[src/rtl/adder_pkg.sv]
// Shared definitions for the pipelined add/subtract unit: chunk sizing,
// operation encoding and the signed-overflow rule used by the final stage.
package adder_pkg;

  // Operation select carried on the 'sub' input.
  typedef enum logic {
    OP_ADD = 1'b0,
    OP_SUB = 1'b1
  } op_e;

  // Width of one ripple chunk; the top rejects configurations that do not divide evenly.
  function automatic int chunk_w(input int width, input int stages);
    return width / stages;
  endfunction

  // Two's-complement overflow: both addends share a sign and the result sign differs.
  function automatic logic signed_ovf(input logic a_msb, input logic b_msb, input logic s_msb);
    return (a_msb == b_msb) && (s_msb != a_msb);
  endfunction

endpackage

[src/rtl/chunk_adder.sv]
// Combinational W-bit ripple-carry adder; one instance per pipeline stage.
module chunk_adder #(
  parameter int W = 8
) (
  input  logic [W-1:0] a,
  input  logic [W-1:0] b,
  input  logic         c_in,
  output logic [W-1:0] sum,
  output logic         c_out
);

  // Ripple the carry bit by bit from the LSB to the MSB of the chunk.
  always_comb begin
    logic carry;
    sum   = '0;
    carry = c_in;
    for (int i = 0; i < W; i++) begin
      sum[i] = a[i] ^ b[i] ^ carry;
      carry  = (a[i] & b[i]) | (carry & (a[i] ^ b[i]));
    end
    c_out = carry;
  end

endmodule

[src/rtl/pipelined_adder_sub.sv]
// Pipelined two's-complement add/subtract unit.
// The WIDTH-bit operation is split into STAGES equal ripple chunks, one chunk
// per clock, with the carry registered between stages. The operands that are
// still to be added and the sum chunks already produced travel with the op.
// A single global advance enable gives full backpressure without bubble
// collapsing, so ordering is always preserved.
// Optional build macro ADD_SATURATE_EN: on signed overflow the final stage
// clamps the sum to the signed max/min instead of wrapping.
module pipelined_adder_sub
  import adder_pkg::*;
#(
  parameter int WIDTH  = 32,
  parameter int STAGES = 4
) (
  input  logic             clk,
  input  logic             rst_n,
  input  logic             in_valid,
  output logic             in_ready,
  input  logic [WIDTH-1:0] a,
  input  logic [WIDTH-1:0] b,
  input  logic             c_in,
  input  logic             sub,
  output logic             out_valid,
  input  logic             out_ready,
  output logic [WIDTH-1:0] sum,
  output logic             c_out,
  output logic             ovf
);

  localparam int C = chunk_w(WIDTH, STAGES);

`ifdef ADD_SATURATE_EN
  localparam logic [WIDTH-1:0] SAT_MAX = {1'b0, {(WIDTH-1){1'b1}}};
  localparam logic [WIDTH-1:0] SAT_MIN = {1'b1, {(WIDTH-1){1'b0}}};
`endif

  // Per-stage record: operands (b already inverted for subtract), the sum
  // chunks produced so far, the carry into the next chunk and, in the last
  // stage, the overflow flag.
  typedef struct packed {
    logic             valid;
    logic             carry;
    logic             ovf;
    logic [WIDTH-1:0] a;
    logic [WIDTH-1:0] b;
    logic [WIDTH-1:0] sum;
  } stage_t;

  if ((STAGES < 1) || ((WIDTH % STAGES) != 0)) begin : g_bad_cfg
    $error("pipelined_adder_sub: WIDTH must be a multiple of STAGES");
  end

  logic en_s;
  op_e  op_s;

  // The whole pipeline advances when the output slot is empty or being drained.
  assign en_s     = !out_valid || out_ready;
  assign in_ready = en_s;
  assign op_s     = op_e'(sub);

  for (genvar k = 0; k < STAGES; k++) begin : g_stage
    stage_t         src_s;
    stage_t         nxt_s;
    stage_t         stg_r;
    logic [C-1:0]   chunk_sum_s;
    logic           chunk_cout_s;

    if (k == 0) begin : g_src_in
      // First stage takes the operands straight from the ports; subtract is
      // a + ~b + ~c_in so that c_in acts as a borrow.
      always_comb begin
        src_s       = '0;
        src_s.valid = in_valid;
        src_s.a     = a;
        if (op_s == OP_SUB) begin
          src_s.b     = ~b;
          src_s.carry = ~c_in;
        end else begin
          src_s.b     = b;
          src_s.carry = c_in;
        end
      end
    end else begin : g_src_prev
      // Later stages consume the record registered by the previous stage.
      always_comb begin
        src_s = g_stage[k-1].stg_r;
      end
    end

    chunk_adder #(
      .W(C)
    ) u_chunk (
      .a     (src_s.a[k*C +: C]),
      .b     (src_s.b[k*C +: C]),
      .c_in  (src_s.carry),
      .sum   (chunk_sum_s),
      .c_out (chunk_cout_s)
    );

    // Merge this stage's chunk into the record; the last stage also forms
    // the overflow flag and, when enabled, the saturated result.
    always_comb begin
      nxt_s                = src_s;
      nxt_s.sum[k*C +: C]  = chunk_sum_s;
      nxt_s.carry          = chunk_cout_s;
      if (k == (STAGES - 1)) begin
        nxt_s.ovf = signed_ovf(src_s.a[WIDTH-1], src_s.b[WIDTH-1], chunk_sum_s[C-1]);
`ifdef ADD_SATURATE_EN
        if (nxt_s.ovf) begin
          nxt_s.sum = src_s.a[WIDTH-1] ? SAT_MIN : SAT_MAX;
        end else begin
          nxt_s.sum = nxt_s.sum;
        end
`endif
      end else begin
        nxt_s.ovf = src_s.ovf;
      end
    end

    // Stage register: cleared by reset, loaded on advance, held while stalled.
    always_ff @(posedge clk or negedge rst_n) begin
      if (!rst_n) begin
        stg_r <= '0;
      end else if (en_s) begin
        stg_r <= nxt_s;
      end else begin
        stg_r <= stg_r;
      end
    end
  end

  assign out_valid = g_stage[STAGES-1].stg_r.valid;
  assign sum       = g_stage[STAGES-1].stg_r.sum;
  assign c_out     = g_stage[STAGES-1].stg_r.carry;
  assign ovf       = g_stage[STAGES-1].stg_r.ovf;

endmodule

[config.mk]
export PLATFORM = sky130hd
export DESIGN_NAME = pipelined_adder_sub
export DESIGN_NICKNAME = d
export VERILOG_FILES = /design/src/rtl/adder_pkg.sv /design/src/rtl/chunk_adder.sv /design/src/rtl/pipelined_adder_sub.sv
export SDC_FILE = /design/constraint.sdc
export NUM_CORES = 1
export LEC_CHECK = 0
export BUFFER_PORTS_ARGS = -buffer_cell sky130_fd_sc_hd__clkbuf_2
export CAP_MARGIN = 5
export CELL_PAD_IN_SITES_DETAIL_PLACEMENT = 0
export CELL_PAD_IN_SITES_GLOBAL_PLACEMENT = 1
export CORE_UTILIZATION = 35
export DETAILED_ROUTE_END_ITERATION = 8
export PLACE_DENSITY_LB_ADDON = 0.1
export SYNTH_ARGS = -nofsm -noshare
export SYNTH_HDL_FRONTEND = slang
export SYNTH_SLANG_ARGS = --single-unit
export TNS_END_PERCENT = 10
[constraint.sdc]
create_clock -name clk -period 4.1 [get_ports clk]
set_input_delay 0.82 -clock clk [delete_from_list [all_inputs] [get_ports clk]]
set_output_delay 0.82 -clock clk [all_outputs]
set_load 0.005 [all_outputs]
# ---- Word level (Yosys, flattened, before mapping)
# Cells that the tools add are included.
dict set report op_classes {
  n_eq_ne 2
  muxes 2
  reduce_logical 3
  bitwise_logic 162
}
# cell count
set ops {}
lappend ops {{bitwise AND 1 bit} 64}
lappend ops {{XOR 1 bit} 64}
lappend ops {{two-way mux 32 bit} 1}
lappend ops {{NOT 32 bit} 1}
lappend ops {{bitwise OR 1 bit} 32}
lappend ops {{== test 1 bit} 1}
lappend ops {{logical AND 1 bit} 1}
lappend ops {{zero test 1 bit} 1}
lappend ops {{logical OR 1 bit} 1}
lappend ops {{two-way mux 1 bit} 1}
lappend ops {{inequality test 1 bit} 1}
lappend ops {{NOT 1 bit} 1}
dict set report word_totals {
  inputBits 70
  out_inout_bits 36
  ff_bits 281
  wordCells 188
}

# ---- Logic depth before layout (Yosys ltp)
# Gate-level depths: netlist of run 1.
dict set report depth {
  ltp_word 19
  depth_mapped 15
  depth_no_buf 13
}

# ---- By module
# Synthesis of run 1 repeated with hierarchy kept, for this count alone.
dict set report unflattened {
  hier_cells 504
  hier_area_um2 8565.7
}
# module n_inst seq_area_each_um2 area_per_inst_um2 cells_per_inst
set by_module_without_submodules {}
lappend by_module_without_submodules {pipelined_adder_sub 1 4629.4 7775.0 432}
lappend by_module_without_submodules {chunk_adder 4 0.0 197.7 18}

# ---- Worst setup path before layout of run 1
# Ideal clock, no wire load.
dict set report synth_path {
  kind {input port to flip-flop}
  start {in sub}
  end {reg g_stage[0].stg_r[7] (netlist bit)}
  path_buffers 2
  arrival_ps 4709
  setup_ps 125
  t_required_ps 3975
  setup_slack_ps -734
  cell_stages 15
  cell_sequence {clkbuf_1 -> buf_2 -> xnor2_1 -> fa_1 -> inv_1 -> fa_1 -> inv_1 -> fa_1 -> fa_1 -> fa_1 -> fa_1 -> fa_1 -> inv_1 -> fa_1 -> mux2_4}
}
dict set report synth_between {
  elab_chain_cells 17
  elab_cells_between_ends 32
  classes_between {mux: 2; bitwise: 30}
}
# item line_no
set synth_rtl {}
lappend synth_rtl {{start: declaration} pipelined_adder_sub.sv:22} ;# input logic sub,
lappend synth_rtl {{two-way mux 32 bit} pipelined_adder_sub.sv:75} ;# if (op_s == OP_SUB) begin
lappend synth_rtl {{XOR 1 bit} chunk_adder.sv:19} ;# carry = (a[i] & b[i]) | (carry & (a[i] ^ b[i]));
lappend synth_rtl {{bitwise AND 1 bit} chunk_adder.sv:19}
lappend synth_rtl {{bitwise OR 1 bit} chunk_adder.sv:19}
lappend synth_rtl {{bitwise AND 1 bit} chunk_adder.sv:19}
lappend synth_rtl {{bitwise OR 1 bit} chunk_adder.sv:19}
lappend synth_rtl {{bitwise AND 1 bit} chunk_adder.sv:19}
lappend synth_rtl {{bitwise OR 1 bit} chunk_adder.sv:19}
lappend synth_rtl {{(+2 left out)} --}
lappend synth_rtl {{bitwise AND 1 bit} chunk_adder.sv:19}
lappend synth_rtl {{bitwise OR 1 bit} chunk_adder.sv:19}
lappend synth_rtl {{bitwise AND 1 bit} chunk_adder.sv:19}
lappend synth_rtl {{bitwise OR 1 bit} chunk_adder.sv:19}
lappend synth_rtl {{bitwise AND 1 bit} chunk_adder.sv:19}
lappend synth_rtl {{bitwise OR 1 bit} chunk_adder.sv:19}
lappend synth_rtl {{XOR 1 bit (*)} chunk_adder.sv:18} ;# sum[i] = a[i] ^ b[i] ^ carry;
lappend synth_rtl {{net g_stage[0].chunk_sum_s[7]} pipelined_adder_sub.sv:65} ;# logic [C-1:0] chunk_sum_s;
lappend synth_rtl {{end signal: assignment} pipelined_adder_sub.sv:125} ;# stg_r <= nxt_s;
lappend synth_rtl {{end signal: assignment} pipelined_adder_sub.sv:127} ;# stg_r <= stg_r;
lappend synth_rtl {{end: declaration} pipelined_adder_sub.sv:64} ;# stage_t stg_r;
# The timed path passes the listed nets; every way through them passes the cells marked *.
# A chain may end at the register's enable or synchronous reset.

# ---- Final worst setup path of run 1
# Same ends and word-level chain as after synthesis.

==> flow_summary.yaml, run 1 <==
status:
  status: "complete, no violations"
die:
  ios: 106
  std_cell_rows: 56
  initial_core_util_pct: 35.8
  die_h_microns: 157
  dieWidth_microns: 157
  die_area_sq_um: 24600
  core-area_sq_um: 23500
cells_and_area:
  regArea_sq_um: 4630
  final_util_pct: 42.2
  nets: 721
  diodes: 0
  multiInputGateArea_sq_um: 3470
  area_growth_pct: 17.9
  nFillCells: 2172
  drive_gt1_share_pct: 49.9
  stdcell_area_sq_um: 9900
critical_path:
  cp.arrival_ps: 4290
  r2r_start: "g_stage[2].stg_r[56]"
  required_ps: 4410
  cp_cell_sequence: "buf_2, xnor2_2, fa_1, inv_1, fa_1, inv_1, fa_2, fa_2, fa_2, fa_2, fa_2, inv_1, fa_1, mux2_4"
  reg2reg_to: "ovf"
  cp.depth: 14
  critical_path_class: "input port to flip-flop"
  crit_path_end: "g_stage[0].stg_r[7]"
  r2r_slack_ps: 160
  slowest_stage: "fa_1"
  reg2reg_depth: 13
  critPathCaptureType: "flip-flop"
  critPathBufInv: 4
  cp-start-kind: "input port"
  crit_family: "adder cells"
  crit_top_cell: "fa_2"
  max_stage_delay_ps: 410
  worstSetupStartpoint: "sub"
  cp_max_fo: 3
synthesis:
  synth_area_leader_cell: "dfrtp_1"
  synth_most_common_cell: "dfrtp_1"
  synth-main-ff-cell: "dfrtp_1"
  ys_types: 21
  ys_top_cells_by_count: "dfrtp_1, mux2_4, mux2_2"
  seq_area_frac_synth_pct: 55.1
  synth_seq_cells: 185
  synth_area_leaders: "dfrtp_1, mux2_4, fa_1"
  yosys_warnings: 0
  syn_area_per_cell_sq_um: 16.4
  async_flop_share_pct: 100
  synth_fp_nets: 615
  netlist_area_sq_um: 8400
  synthCells: 512
  synth.top_cell.area_share_pct: 55.1
  synth_edf_count: 0
sta:
  finalCritPeriodShare_pct: 97.1
  min_period_ps: 3980
  relSlewSlack_pct: 45.3
  maxSlewViolCount: 0
  fin_skew_ps: 13.6
  worst_slew_pin_slew_ps: 820
  clock.fmax_mhz: 251
  rsz0062_at_grt: "true"
  hold_violations: 0
  final.setup.tns_ps: 0
  whs_ps: 456
  finalSetupViolCount: 0
drt:
  antenna_left: 0
  drc_errors: 0
  wirelength_mm: 15.4
  drt_iter0_markers: 177
  viasPerCell: 4.43
  firstDrtPassIters: 4
  post_drt_wl_per_cell_microns: 16.3
  vias: 4210
cts:
  cts_sinks: 185
  cts_max_path_buffers: 2
  h-tree-depth: 4
  clock_latency_ps: 430
  cts_tree: "done"
  cts_buffers: 17
  cts.clk_slew.worst_paths_ps: 70
  cts_root_buf: "clkbuf_16"
power:
  p_total_mw: 7.63
  p_per_area_nw_per_um2: 771
  ir_worst_vdd_mv: 0.268
  leakage_nw: 4.68
global_route:
  grt_max_degree: 100
  overflow: 0
  grt_pass1_wl_mm: 25.4
  gr-usage-all-layers_pct: 13.8
  grt_pass1_vias: 4669
  antenna_found_initial: 0
min_path:
  hp-class: "flip-flop to flip-flop"
  hp-start: "g_stage[2].stg_r[98]"
placement:
  place_hpwl_mm: 10.0
  placed_area_sq_um: 9210
  portBuffers: 105
  place.gp.congestion: 0.694
job:
  drv_cap: 0
kinds of logic after synthesis:
logic type	after synthesis	synth area share [%]
DFF	185	55.1
AOI/OAI and AO/OA	16	0.983
adders and majority gates	33	7.77
xor gates and xnor gates	34	3.54
muxes	168	27.0
buffers and inverters	58	4.02
and+or+nand+nor	18	1.61
worst min-delay path by stage:
stage / end / cells after the start / slack, ps
6_report: out_valid / 1 / 460
5_1_grt: out_valid / 1 / 480
4_1_cts: out_valid / 1 / 460
3_5_place_dp: out_valid / 1 / 450
3_3_place_gp: out_valid / 1 / 440
2_1_floorplan: out_valid / 1 / 430
report_power, final:
group / total [mW] / internal, mW / switching (mW)
clock: 1.85 / 1.12 / 0.726
sequential: 3.16 / 2.66 / 0.503
combinational: 2.62 / 1.62 / 1.00
total: 7.63 / 5.40 / 2.23
cell type report:
| cell class | instances | share of cell area [%] |
|---|---|---|
| timing repair buffer | 114 | 6.20 |
| inverter | 31 | 1.25 |
| multi-input combinational | 269 | 35.0 |
| clock inverter | 13 | 2.15 |
| clock buffer | 19 | 4.57 |
| tap | 319 | 4.03 |
| sequential | 185 | 46.7 |
state kept, by name, summed over array words and instances (netlist names):
name / cells
g_stage.stg_r: 150
sum: 32
c_out: 1
ovf: 1
out_valid: 1
layer usage:
metal / track usage [%] / wire, microns
met1: 19.1 / 7430
met2: 20.9 / 7240
met3: 3.96 / 676
met4: 3.78 / 101
met5: 0 / 0
placed cells by master (no fill, tap or decap), types with 2 or more instances in the layout:
cell / netlist / final
inv_1: 30 / 29
inv_6: 0 / 3
mux2_2: 56 / 56
xor2_1: 25 / 25
mux2i_1: 2 / 2
clkbuf_16: 0 / 17
clkinvlp_4: 0 / 2
mux2_4: 100 / 100
mux2_1: 10 / 10
nor3b_1: 15 / 15
xnor2_1: 9 / 8
inv_8: 0 / 2
a21oi_1: 15 / 15
buf_4: 1 / 8
clkbuf_8: 0 / 3
bufinv_16: 0 / 5
fa_1: 32 / 24
dfrtp_1: 185 / 185
clkinv_2: 0 / 2
fa_2: 0 / 8
clkbuf_2: 0 / 103
timing repair:
item | 4_1_cts | 5_1_grt
buffers inserted | 0 | 0
resized for setup | 2 | 7
endpoints found under the hold margin | 0 | 0
endpoints found under the setup margin | 1 | 2
hold buffers | 0 | 0
pin swaps | 0 | 1
through the flow:
step	instances	setup WS [ps]
final	950	119
after global routing	950	5.94
after CTS	950	9.92
after detailed placement	918	-448
after global placement	918	-374
after floorplan	512	-422
No activity file was read; power rests on OpenSTA's default activity.
==> run 2: changes to the inputs <==
- SYNTH_HIERARCHICAL: default -> 1
==> flow_summary.yaml, run 2 <==
status:
  status: "complete, no violations"
global_route:
  gr-usage-all-layers_pct: 12.8
  overflow: 0
  grt-busiest-layer: "met2"
  met3_usage_pct: 2.86
  grt_pass1_wl_mm: 24.2
  grt_pass1_vias: 4486
  grt_use_met2_pct: 18.7
  antenna_found_initial: 0
  use_met1_pct: 18.4
  grt_max_degree: 109
drt:
  vias: 4075
  drt_iter0_markers: 110
  firstDrtPassIters: 4
  antenna_left: 0
  post_drt_wl_per_cell_microns: 15.6
  wirelength_mm: 14.8
  drc_errors: 0
  viasPerCell: 4.30
critical_path:
  max_stage_delay_ps: 450
  crit_top_cell: "fa_2"
  r2r_start: "g_stage[2].stg_r[88]"
  critPathCaptureType: "flip-flop"
  required_ps: 4460
  reg2reg_depth: 14
  cp-start-kind: "flip-flop"
  cp.arrival_ps: 4420
  crit_path_end: "ovf"
  slowest_stage: "or3b_2"
  r2r_slack_ps: 40
  critical_path_class: "flip-flop to flip-flop"
  worstSetupStartpoint: "g_stage[2].stg_r[88]"
  cp_max_fo: 3
  reg2reg_to: "ovf"
  cp_cell_sequence: "fa_2, inv_1, fa_1, inv_1, fa_2, fa_2, fa_2, fa_2, fa_2, inv_2, fa_1, inv_2, or3b_2, a31oi_1"
synthesis:
  ys_types: 14
  synth_area_leaders: "dfrtp_1, mux2_4, fa_1"
  synth_seq_cells: 185
  netlist_area_sq_um: 8570
  synth_edf_count: 0
  synth_area_leader_cell: "dfrtp_1"
  yosys_warnings: 6
  synthCells: 504
  ys_top_cells_by_count: "dfrtp_1, mux2_4, mux2_2"
  syn_area_per_cell_sq_um: 17.0
  async_flop_share_pct: 100
  synth.top_cell.area_share_pct: 54.0
  synth_most_common_cell: "dfrtp_1"
  seq_area_frac_synth_pct: 54.0
  synth_fp_nets: 606
  synth-main-ff-cell: "dfrtp_1"
sta:
  worst_slew_pin_slew_ps: 923
  relSlewSlack_pct: 38.5
  finalCritPeriodShare_pct: 99.0
  clock.fmax_mhz: 246
  finalWorstSetupSlack_ps: 40.2
  fin_skew_ps: 17.8
  finalSetupViolCount: 0
  rsz0062_at_grt: "true"
  min_period_ps: 4060
  maxSlewViolCount: 0
  hold_violations: 0
die:
  die_area_sq_um: 25100
  core-area_sq_um: 23800
  initial_core_util_pct: 36.1
  std_cell_rows: 56
  die_h_microns: 158
  ios: 106
  dieWidth_microns: 158
job:
  drv_cap: 0
cells_and_area:
  largest_register: "g_stage.stg_r"
  nets: 717
  drive_gt1_share_pct: 54.9
  area_growth_pct: 16.3
  diodes: 0
  final_util_pct: 41.9
  final_cell_mix: "dfrtp_1, mux2_4, clkbuf_2"
  nFillCells: 2153
  largest_register_ffs: 150
  final_common_cell: "dfrtp_1"
placement:
  place.gp.congestion: 0.690
  portBuffers: 105
  dp_slack_ps: -348
  place_hpwl_mm: 9.74
cts:
  cts.clk_slew.worst_paths_ps: 70
  cts_sinks: 185
  cts_max_path_buffers: 2
  cts_buffers: 17
  h-tree-depth: 4
  cts_tree: "done"
  hold_buffers: 0
  cts_root_buf: "clkbuf_16"
  clock_latency_ps: 430
power:
  p_per_area_nw_per_um2: 768
  ir_worst_vdd_mv: 0.250
  leakage_nw: 4.90
min_path:
  hp-class: "input port to async pin"
-- run 2: changes by cell type in the layout (fill, tap and decap cells not counted), moves of 3 or more --
cell / previous run / this run
nor3b_1: 15 / 1
inv_1: 29 / 38
xor2_1: 25 / 33
inv_8: 2 / 5
xnor2_1: 8 / 0
a21oi_1: 15 / 0
bufinv_16: 5 / 0
mux2_2: 56 / 46
mux2_4: 100 / 137
mux2_1: 10 / 0
buf_4: 8 / 11
-- run 2: final cells by class --
class,count,area (sq um),share of cell area (%)
Sequential cell,185,4630,46.5
Multi-Input combinational cell,254,3580,35.9
Tap cell,319,399,4.01
Inverter,40,150,1.51
Timing Repair Buffer,117,637,6.40
Clock buffer,18,439,4.41
Clock inverter,14,126,1.27
-- run 2: critical path: cells and delay by family (launching register included) --
family	cells	cell delay (ps)
compound gates	1	160
fa+ha+maj	8	2700
buf+inv	4	270
flops	1	410
simple gates	1	450
-- run 2: how the worst min path moves through the flow --
stage	from	end	slack, ps	cells after the start
final	rst_n	sum[4]	450	1
after global routing	g_stage[2].stg_r[98]	out_valid	500	1
after CTS	g_stage[2].stg_r[98]	out_valid	480	1
after detailed placement	g_stage[2].stg_r[98]	out_valid	450	1
after global placement	g_stage[2].stg_r[98]	out_valid	440	1
after floorplan	g_stage[2].stg_r[98]	out_valid	430	1
-- run 2: per-layer routing --
metal	part of all wire, %	wire [microns]
met1	52	7620
met2	44	6510
met5	0	0
met3	3.0	439
met4	1.2	183
-- run 2: logic make-up after synthesis --
group / Yosys count / share of synthesized area [%]
flip-flops: 185 / 54.0
buffers and inverters: 65 / 4.46
XOR/XNOR: 33 / 3.37
adder cells (fa/ha/maj): 32 / 7.48
AND/OR/NAND/NOR: 5 / 0.511
AO/OA/AOI/OAI: 1 / 0.0731
multiplexers: 183 / 30.1
-- run 2: repair_timing --
action                                  in CTS  in global routing
resized for setup                            8                  0
buffers inserted                             1                  0
endpoints found under the setup margin       1                  1
-- run 2: per-stage QoR --
stage / power, mW / area (sq um) / std cells / TNS (ps) / hold slack, ps
2_1_floorplan: 5.38 / 8580 / 504 / -426 / 430
3_3_place_gp: 6.05 / 9370 / 914 / -815 / 443
3_5_place_dp: 6.10 / 9370 / 914 / -1020 / 455
4_1_cts: 7.81 / 9960 / 947 / 0 / 476
5_1_grt: 8.22 / 9960 / 947 / -112 / 503
6_report: 7.65 / 9960 / 947 / 0 / 450
-- run 2: power breakdown --
part           internal [mW]  switching, mW  leakage, nW
logic                   1.87           1.01         2.47
clock network          0.820          0.770        0.270
registers               2.66          0.521         2.16
total                   5.35           2.30         4.90
